[src/rtl/mc_control_fsm.sv]
// Multicycle MIPS-lite controller: Moore FSM sequencing fetch/decode/execute/memory/writeback,
// with memory-ready handshake, illegal-opcode trap and a retired-instruction counter.
module mc_control_fsm #(
  parameter int RET_W = 32
) (
  input  logic             clk,
  input  logic             reset,
  input  logic [5:0]       in,
  input  logic             mem_ready,
  output logic             pcwrite,
  output logic             pcwritecond,
  output logic             iord,
  output logic             memread,
  output logic             memwrite,
  output logic             irwrite,
  output logic             memtoreg,
  output logic             regdest,
  output logic             regwrite,
  output logic             alusrca,
  output logic [1:0]       alusrcb,
  output logic [1:0]       aluop,
  output logic [1:0]       pcsource,
  output logic             illegal_op,
  output logic             instr_done,
  output logic [RET_W-1:0] retired,
  output logic [3:0]       state
);

  typedef enum logic [3:0] {
    S_FETCH  = 4'd0,
    S_DECODE = 4'd1,
    S_MEMADR = 4'd2,
    S_MEMRD  = 4'd3,
    S_MEMWB  = 4'd4,
    S_MEMWR  = 4'd5,
    S_EXEC   = 4'd6,
    S_RWB    = 4'd7,
    S_BRANCH = 4'd8,
    S_IEXEC  = 4'd9,
    S_IWB    = 4'd10,
    S_TRAP   = 4'd11
  } state_t;

  localparam logic [5:0] OP_R    = 6'b000000;
  localparam logic [5:0] OP_LW   = 6'b100011;
  localparam logic [5:0] OP_SW   = 6'b101011;
  localparam logic [5:0] OP_BEQ  = 6'b000100;
  localparam logic [5:0] OP_NORI = 6'b001111;

  state_t           state_q, state_d;
  logic [RET_W-1:0] retired_q, retired_d;

  logic       pcwrite_s, pcwritecond_s, iord_s, memread_s, memwrite_s, irwrite_s;
  logic       memtoreg_s, regdest_s, regwrite_s, alusrca_s, illegal_s, done_s;
  logic [1:0] alusrcb_s, aluop_s, pcsource_s;

  // State and retired-count registers
  always_ff @(posedge clk or posedge reset) begin
    if (reset) begin
      state_q   <= S_FETCH;
      retired_q <= {RET_W{1'b0}};
    end else begin
      state_q   <= state_d;
      retired_q <= retired_d;
    end
  end

  // Next-state logic; the unused codes 12-15 fall through to FETCH
  always_comb begin
    state_d = S_FETCH;
    case (state_q)
      S_FETCH: begin
        if (mem_ready) state_d = S_DECODE;
        else           state_d = S_FETCH;
      end
      S_DECODE: begin
        case (in)
          OP_LW, OP_SW: state_d = S_MEMADR;
          OP_R:         state_d = S_EXEC;
          OP_BEQ:       state_d = S_BRANCH;
          OP_NORI:      state_d = S_IEXEC;
          default:      state_d = S_TRAP;
        endcase
      end
      S_MEMADR: begin
        if (in == OP_SW) state_d = S_MEMWR;
        else             state_d = S_MEMRD;
      end
      S_MEMRD: begin
        if (mem_ready) state_d = S_MEMWB;
        else           state_d = S_MEMRD;
      end
      S_MEMWR: begin
        if (mem_ready) state_d = S_FETCH;
        else           state_d = S_MEMWR;
      end
      S_EXEC:  state_d = S_RWB;
      S_IEXEC: state_d = S_IWB;
      S_MEMWB, S_RWB, S_BRANCH, S_IWB, S_TRAP: state_d = S_FETCH;
      default: state_d = S_FETCH;
    endcase
  end

  // Moore output decode; FETCH gates its IR/PC loads and MEMWR its retire on mem_ready
  always_comb begin
    pcwrite_s     = 1'b0;
    pcwritecond_s = 1'b0;
    iord_s        = 1'b0;
    memread_s     = 1'b0;
    memwrite_s    = 1'b0;
    irwrite_s     = 1'b0;
    memtoreg_s    = 1'b0;
    regdest_s     = 1'b0;
    regwrite_s    = 1'b0;
    alusrca_s     = 1'b0;
    alusrcb_s     = 2'b00;
    aluop_s       = 2'b00;
    pcsource_s    = 2'b00;
    illegal_s     = 1'b0;
    done_s        = 1'b0;
    case (state_q)
      S_FETCH: begin
        memread_s = 1'b1;
        alusrcb_s = 2'b01;
        irwrite_s = mem_ready;
        pcwrite_s = mem_ready;
      end
      S_DECODE: alusrcb_s = 2'b11;
      S_MEMADR: begin
        alusrca_s = 1'b1;
        alusrcb_s = 2'b10;
      end
      S_MEMRD: begin
        memread_s = 1'b1;
        iord_s    = 1'b1;
      end
      S_MEMWB: begin
        regwrite_s = 1'b1;
        memtoreg_s = 1'b1;
        done_s     = 1'b1;
      end
      S_MEMWR: begin
        memwrite_s = 1'b1;
        iord_s     = 1'b1;
        done_s     = mem_ready;
      end
      S_EXEC: begin
        alusrca_s = 1'b1;
        aluop_s   = 2'b10;
      end
      S_RWB: begin
        regwrite_s = 1'b1;
        regdest_s  = 1'b1;
        done_s     = 1'b1;
      end
      S_BRANCH: begin
        alusrca_s     = 1'b1;
        aluop_s       = 2'b01;
        pcwritecond_s = 1'b1;
        pcsource_s    = 2'b01;
        done_s        = 1'b1;
      end
      S_IEXEC: begin
        alusrca_s = 1'b1;
        alusrcb_s = 2'b10;
        aluop_s   = 2'b11;
      end
      S_IWB: begin
        regwrite_s = 1'b1;
        done_s     = 1'b1;
      end
      S_TRAP: illegal_s = 1'b1;
      default: begin
        illegal_s = 1'b0;
      end
    endcase
  end

  // Retire counter next value, wraps naturally at all-ones
  always_comb begin
    if (done_s) retired_d = retired_q + {{(RET_W-1){1'b0}}, 1'b1};
    else        retired_d = retired_q;
  end

  // Reset forces every strobe and mux select low so no write escapes mid-instruction
  always_comb begin
    if (reset) begin
      pcwrite     = 1'b0;
      pcwritecond = 1'b0;
      iord        = 1'b0;
      memread     = 1'b0;
      memwrite    = 1'b0;
      irwrite     = 1'b0;
      memtoreg    = 1'b0;
      regdest     = 1'b0;
      regwrite    = 1'b0;
      alusrca     = 1'b0;
      alusrcb     = 2'b00;
      aluop       = 2'b00;
      pcsource    = 2'b00;
      illegal_op  = 1'b0;
      instr_done  = 1'b0;
    end else begin
      pcwrite     = pcwrite_s;
      pcwritecond = pcwritecond_s;
      iord        = iord_s;
      memread     = memread_s;
      memwrite    = memwrite_s;
      irwrite     = irwrite_s;
      memtoreg    = memtoreg_s;
      regdest     = regdest_s;
      regwrite    = regwrite_s;
      alusrca     = alusrca_s;
      alusrcb     = alusrcb_s;
      aluop       = aluop_s;
      pcsource    = pcsource_s;
      illegal_op  = illegal_s;
      instr_done  = done_s;
    end
  end

  assign retired = retired_q;
  assign state   = state_q;

endmodule

[config.mk]
export PLATFORM = sky130hd
export DESIGN_NAME = mc_control_fsm
export DESIGN_NICKNAME = d
export VERILOG_FILES = /design/src/rtl/mc_control_fsm.sv
export SDC_FILE = /design/constraint.sdc
export NUM_CORES = 1
export LEC_CHECK = 0
export BUFFER_PORTS_ARGS = -buffer_cell sky130_fd_sc_hd__buf_2
export CORE_MARGIN = 4
export CORE_UTILIZATION = 51
export CTS_BUF_LIST = sky130_fd_sc_hd__clkbuf_16
export DETAILED_ROUTE_END_ITERATION = 10
export PLACE_DENSITY = 0.8
export SYNTH_ARGS = -nofsm -noshare
export SYNTH_HDL_FRONTEND = slang
export SYNTH_SLANG_ARGS = --single-unit
[constraint.sdc]
create_clock -name clk -period 2.51 [get_ports clk]
set_input_delay 0.1255 -clock clk [delete_from_list [all_inputs] [get_ports clk]]
set_output_delay 0.1255 -clock clk [all_outputs]
set_load 0.01 [all_outputs]
==> flow_summary.json, run 1 <==
{
  "clk_pin_slew_ns": 0.05,
  "start_util": 0.535,
  "top_layer_used": "met4",
  "place_hpwl_um": 3520,
  "clk_path_buf_depth": 2,
  "crit_type": "reg2out",
  "peakVddDrop_mv": 0.484,
  "power_frac_comb": 0.368,
  "switching_share": 0.374,
  "async_flop_share": 1.00,
  "seqCellArea_um2": 901,
  "multi_input_area_um2": 1020,
  "synth_cell_type_count": 41,
  "timing.fmax_mhz": 483,
  "drv_cap": 0,
  "placeableCoreArea_um2": 3720,
  "cts_tree": "built",
  "grt_max_degree": 16,
  "slew_violations": 0,
  "portBuffers": 61,
  "clock_skew_ns": 0.00527,
  "synthDominantAreaCellType": "dfrtp_1",
  "rsz0062_at_grt": "no",
  "met2_length_um": 2250,
  "clock_sinks": 36,
  "avgSynthCellArea_um2": 9.69,
  "cts-root-buf": "clkbuf_16",
  "yosysTopAreaCellShare": 0.453,
  "worstSetupStartpointType": "register",
  "first_global_vias": 1636,
  "fin_crit_ns": 2.07,
  "rows": 22,
  "arrival_ns": 1.95,
  "cp_max_fo": 15,
  "seq_area_frac_synth": 0.453,
  "setup_viol": 0,
  "drive_gt1_frac": 0.292,
  "p_int_mw": 1.34,
  "tns_ns": 0,
  "p_sw_uw": 804,
  "fp.dieH_um": 70.4,
  "drt-initial-drc-count": 75,
  "synth_most_common_cell": "dfrtp_1",
  "netlist_area_um2": 1990,
  "dr.pass1.iters": 4,
  "ant_nets": 0,
  "drt_wl_total_um": 4650,
  "hold_class": "in2reg",
  "pwr-share-seq": 0.366,
  "routed-via-count": 1776,
  "power.leakage_nw": 1.28,
  "power_density_nw_per_um2": 862,
  "drc": 0,
  "htreeDepth": 2,
  "ys.flop_type": "dfrtp_1",
  "wl_met3_um": 340,
  "globalRoute.totalOverflow": 0,
  "grt_pass1_wl_um": 7880,
  "syn-instance-count": 205,
  "ys_ff_latch": 36,
  "ys_top_cells_by_count": "dfrtp_1, nand2_1, nor2_1",
  "yosys_warnings": 0,
  "antenna_found_initial": 0,
  "num_antenna_cells": 0,
  "clkPwrFrac": 0.266,
  "place_congestion": 0.849,
  "worstPathRequired_ns": 2.38,
  "power.total_mw": 2.15,
  "area_growth_pct": 25.4,
  "met1_length_um": 1970,
  "critPathCaptureType": "output port",
  "final_net_count": 280,
  "status": "finished, final reports clean",
  "grtUsageTotal": 0.202,
  "vias_per_cell": 5.57,
  "floorplan.die_area_um2": 4960,
  "io_pins": 63,
  "routedWlPerCell_um": 14.6,
  "finalCritPeriodShare": 0.825,
  "cts_made_buffers": 5,
  "fill_cells": 311,
  "synth-edff-count": 0,
  "die_width_um": 70.4,
  "worstSkewPairLatency_ns": 0.28,
  "syn_nets": 215,
  "finalHoldViolations": 0,
  "synth_area_leaders": "dfrtp_1, xnor2_1, xor2_1"
}
## layout by cell type, fill, tap and decap left out, drive strengths merged, types with 2 or more instances in the layout
master,instances
nor3b,2
xor2,14
a21oi,7
o22a,3
nand2b,7
buf,66
nor4,6
nor2,19
or4,3
dfrtp,36
nand2,20
xnor2,18
nand4,11
o32ai,2
and4,2
o21ai,2
and3,6
nand3,8
clkbuf,5
inv,8
nor3,12
## state kept, by name, indices dropped and copies added, names as in the netlist
register,cells
retired,32
state,4
## area by class of cell
cell class	instances	share of cell area
clock buffers	5	0.0502
clock inverters	3	0.00452
inverters	6	0.00904
multi-input cells	154	0.409
flip-flops and latches	36	0.362
well taps	48	0.0241
repair buffers	67	0.142
## per-stage QoR
stage / util / cells / setup slack, ns / instance area (um^2) / hold WS [ns]
after CTS: 0.670 / 319 / 0.451 / 2490 / 0.174
final: 0.670 / 319 / 0.439 / 2490 / 0.177
after global placement: 0.631 / 310 / 0.531 / 2340 / 0.237
after floorplan: - / 205 / 0.543 / 1990 / 0.301
after detailed placement: 0.631 / 310 / 0.460 / 2340 / 0.241
after global routing: 0.670 / 319 / 0.298 / 2490 / 0.225
## final timing paths
check | start | end | slack (ns) | cells past startpoint
hold / removal | in[2] | state[1] | 0.18 | 3
hold reg to reg | retired[31] | retired[31] | 0.47 | 1
setup / recovery | state[1] | instr_done | 0.44 | 4
setup reg to reg | state[1] | retired[20] | 0.44 | 4
max in group asynchronous | reset | retired[23] | 1.47 | 4
min in group asynchronous | reset | retired[16] | 0.49 | 3
## repair_timing
item | 4_1_cts | 5_1_grt
hold buffers | 1 | 0
setup buffers | 0 | 0
setup endpoints to repair | 0 | 0
endpoints found under the hold margin | 8 | 0
gates resized for setup | 0 | 0
## power by group through the flow
stage	Combinational, mW	Clock [mW]	Sequential [mW]
2_1_floorplan	0.521	0	0.788
3_3_place_gp	0.775	0	0.783
3_5_place_dp	0.785	0	0.796
4_1_cts	0.793	0.588	0.786
5_1_grt	0.866	0.605	0.810
6_report	0.790	0.570	0.786
## metal layers
| layer | up-vias | track usage |
|---|---|---|
| li1 | 859 | - |
| met1 | 852 | 0.253 |
| met2 | 59 | 0.322 |
| met3 | 6 | 0.0576 |
| met4 | 0 | 0.0894 |
| met5 | - | 0 |
## cell families after synthesis
group           synth area share
compound gates            0.0768
xor+xnor                   0.145
fa+ha+maj                0.00630
buf+inv                   0.0340
flops                      0.453
other cells              0.00189
simple gates               0.283
## critical path, cell delays in order, from the launching register on
cell	delay (ns)
dfrtp_1	0.52
nor3b_1	0.50
o32a_1	0.40
nor2_1	0.10
buf_2	0.15
(Power assumes the default switching activity.)
==> run 2: changes to the inputs <==
Clock period 2.51 ns to 2.1 ns, I/O delays scaled along.
==> flow_summary.json, run 2 (synthesis gave the netlist of run 1 again) <==
{
  "status": "finished, final reports clean",
  "arrival_ns": 2.15,
  "first_global_vias": 1708,
  "htreeDepth": 2,
  "area_growth_pct": 26.7,
  "cts-resized-gates": 0,
  "place_hpwl_um": 3500,
  "die_width_um": 70.4,
  "hold_class": "in2reg",
  "vias_per_cell": 5.39,
  "pre_cts_ws_ns": 0.132,
  "place_area_um2": 2370,
  "fin_util": 0.677,
  "floorplan.die_area_um2": 4960,
  "drt-initial-drc-count": 122,
  "final_net_count": 283,
  "clock_skew_ns": 0.00595,
  "finalInstanceArea_um2": 2520,
  "cts_setup_buffers": 0,
  "timing.fmax_mhz": 503,
  "peakVddDrop_mv": 0.573,
  "min-delay-start": "in[2]",
  "start_util": 0.535,
  "largest_reg_flops": 32,
  "worst_slack_ns": 0.113,
  "grt_pass1_wl_um": 7950,
  "placeableCoreArea_um2": 3720,
  "relSlewSlack": 0.661,
  "reg2reg_from": "retired[0]",
  "drv_cap": 0,
  "drt_wl_total_um": 4710,
  "slew_violations": 0,
  "fp.dieH_um": 70.4,
  "tns_ns": 0,
  "final_cell_mix": "buf_2, dfrtp_1, nand2_1, nor2_1, xnor2_1",
  "cp_max_fo": 5,
  "rsz0062_at_grt": "no",
  "layout_commonest_cell": "buf_2",
  "num_antenna_cells": 0,
  "routed-via-count": 1734,
  "globalRoute.totalOverflow": 0,
  "worstPathRequired_ns": 2.26,
  "setup_viol": 0,
  "worstSkewPairLatency_ns": 0.28,
  "io_pins": 63,
  "critPathCaptureType": "register",
  "hold_buffers": 1,
  "dp.cells": 313,
  "critical_path.startpoint": "retired[0]",
  "grt_max_degree": 26,
  "clk_pin_slew_ns": 0.05,
  "finalCritPeriodShare": 0.946,
  "dr.pass1.iters": 4,
  "power_density_nw_per_um2": 1040,
  "antenna_found_initial": 0,
  "cts-root-buf": "clkbuf_16",
  "portBuffers": 61,
  "grtUsageTotal": 0.198,
  "drc": 0,
  "worstMarginPinSlew_ns": 0.508,
  "ant_nets": 0,
  "rows": 22,
  "fin_crit_ns": 1.99,
  "routedWlPerCell_um": 14.6,
  "finalHoldViolations": 0,
  "cts_tree": "built",
  "clock_sinks": 36,
  "instances_no_fill": 322,
  "place_congestion": 0.808,
  "power.leakage_nw": 1.29,
  "cts_made_buffers": 5,
  "worstSetupStartpointType": "register",
  "drive_gt1_frac": 0.303,
  "clk_path_buf_depth": 2,
  "crit_type": "reg2reg"
}
## run 2: changes by cell type in the layout (fill, tap and decap cells not counted), sizes merged
| cell | before | now |
|---|---|---|
| inv | 8 | 7 |
| buf | 66 | 69 |
| clkinvlp | 0 | 1 |
## run 2: final timing paths
path                                to  slack, ns  cells after the start
max                        retired[20]       0.11                      5
min reg2reg                retired[31]       0.46                      1
min                           state[1]       0.20                      3
min in group asynchronous   retired[3]       0.50                      3
max in group asynchronous  retired[20]       0.89                      4
max reg2reg                retired[20]       0.11                      5
## run 2: final cells by class
type / instances / area (um^2)
Tap cell: 48 / 60.1
Timing Repair Buffer: 70 / 375
Clock inverter: 3 / 15.0
Inverter: 6 / 22.5
Fill cell: 317 / 1200
Multi-Input combinational cell: 154 / 1020
Clock buffer: 5 / 125
Sequential cell: 36 / 901
## run 2: layer usage
metal	global-route usage	up-vias	part of all wire
met3	0.0532	6	0.068
met2	0.314	50	0.49
li1	-	859	-
met1	0.258	819	0.43
met4	0.0723	0	0.012
met5	0	-	0
## run 2: worst max-delay path, stage by stage, from the launching register on
cell and delay [ns]:
dfrtp_1 0.42, ha_1 0.23, nand4_1 0.10, or4_4 0.44, or4b_4 0.54, xnor2_2 0.14
## run 2: stage by stage
| step | power [mW] | hold WS, ns |
|---|---|---|
| 2_1_floorplan | 1.56 | 0.281 |
| 3_3_place_gp | 1.91 | 0.246 |
| 3_5_place_dp | 1.92 | 0.260 |
| 4_1_cts | 2.63 | 0.180 |
| 5_1_grt | 2.77 | 0.219 |
| 6_report | 2.61 | 0.198 |
## run 2: report_power, final
group | internal [mW] | total (mW) | switching, mW
Combinational | 0.428 | 1.03 | 0.600
Sequential | 0.786 | 0.888 | 0.102
Clock | 0.430 | 0.691 | 0.261
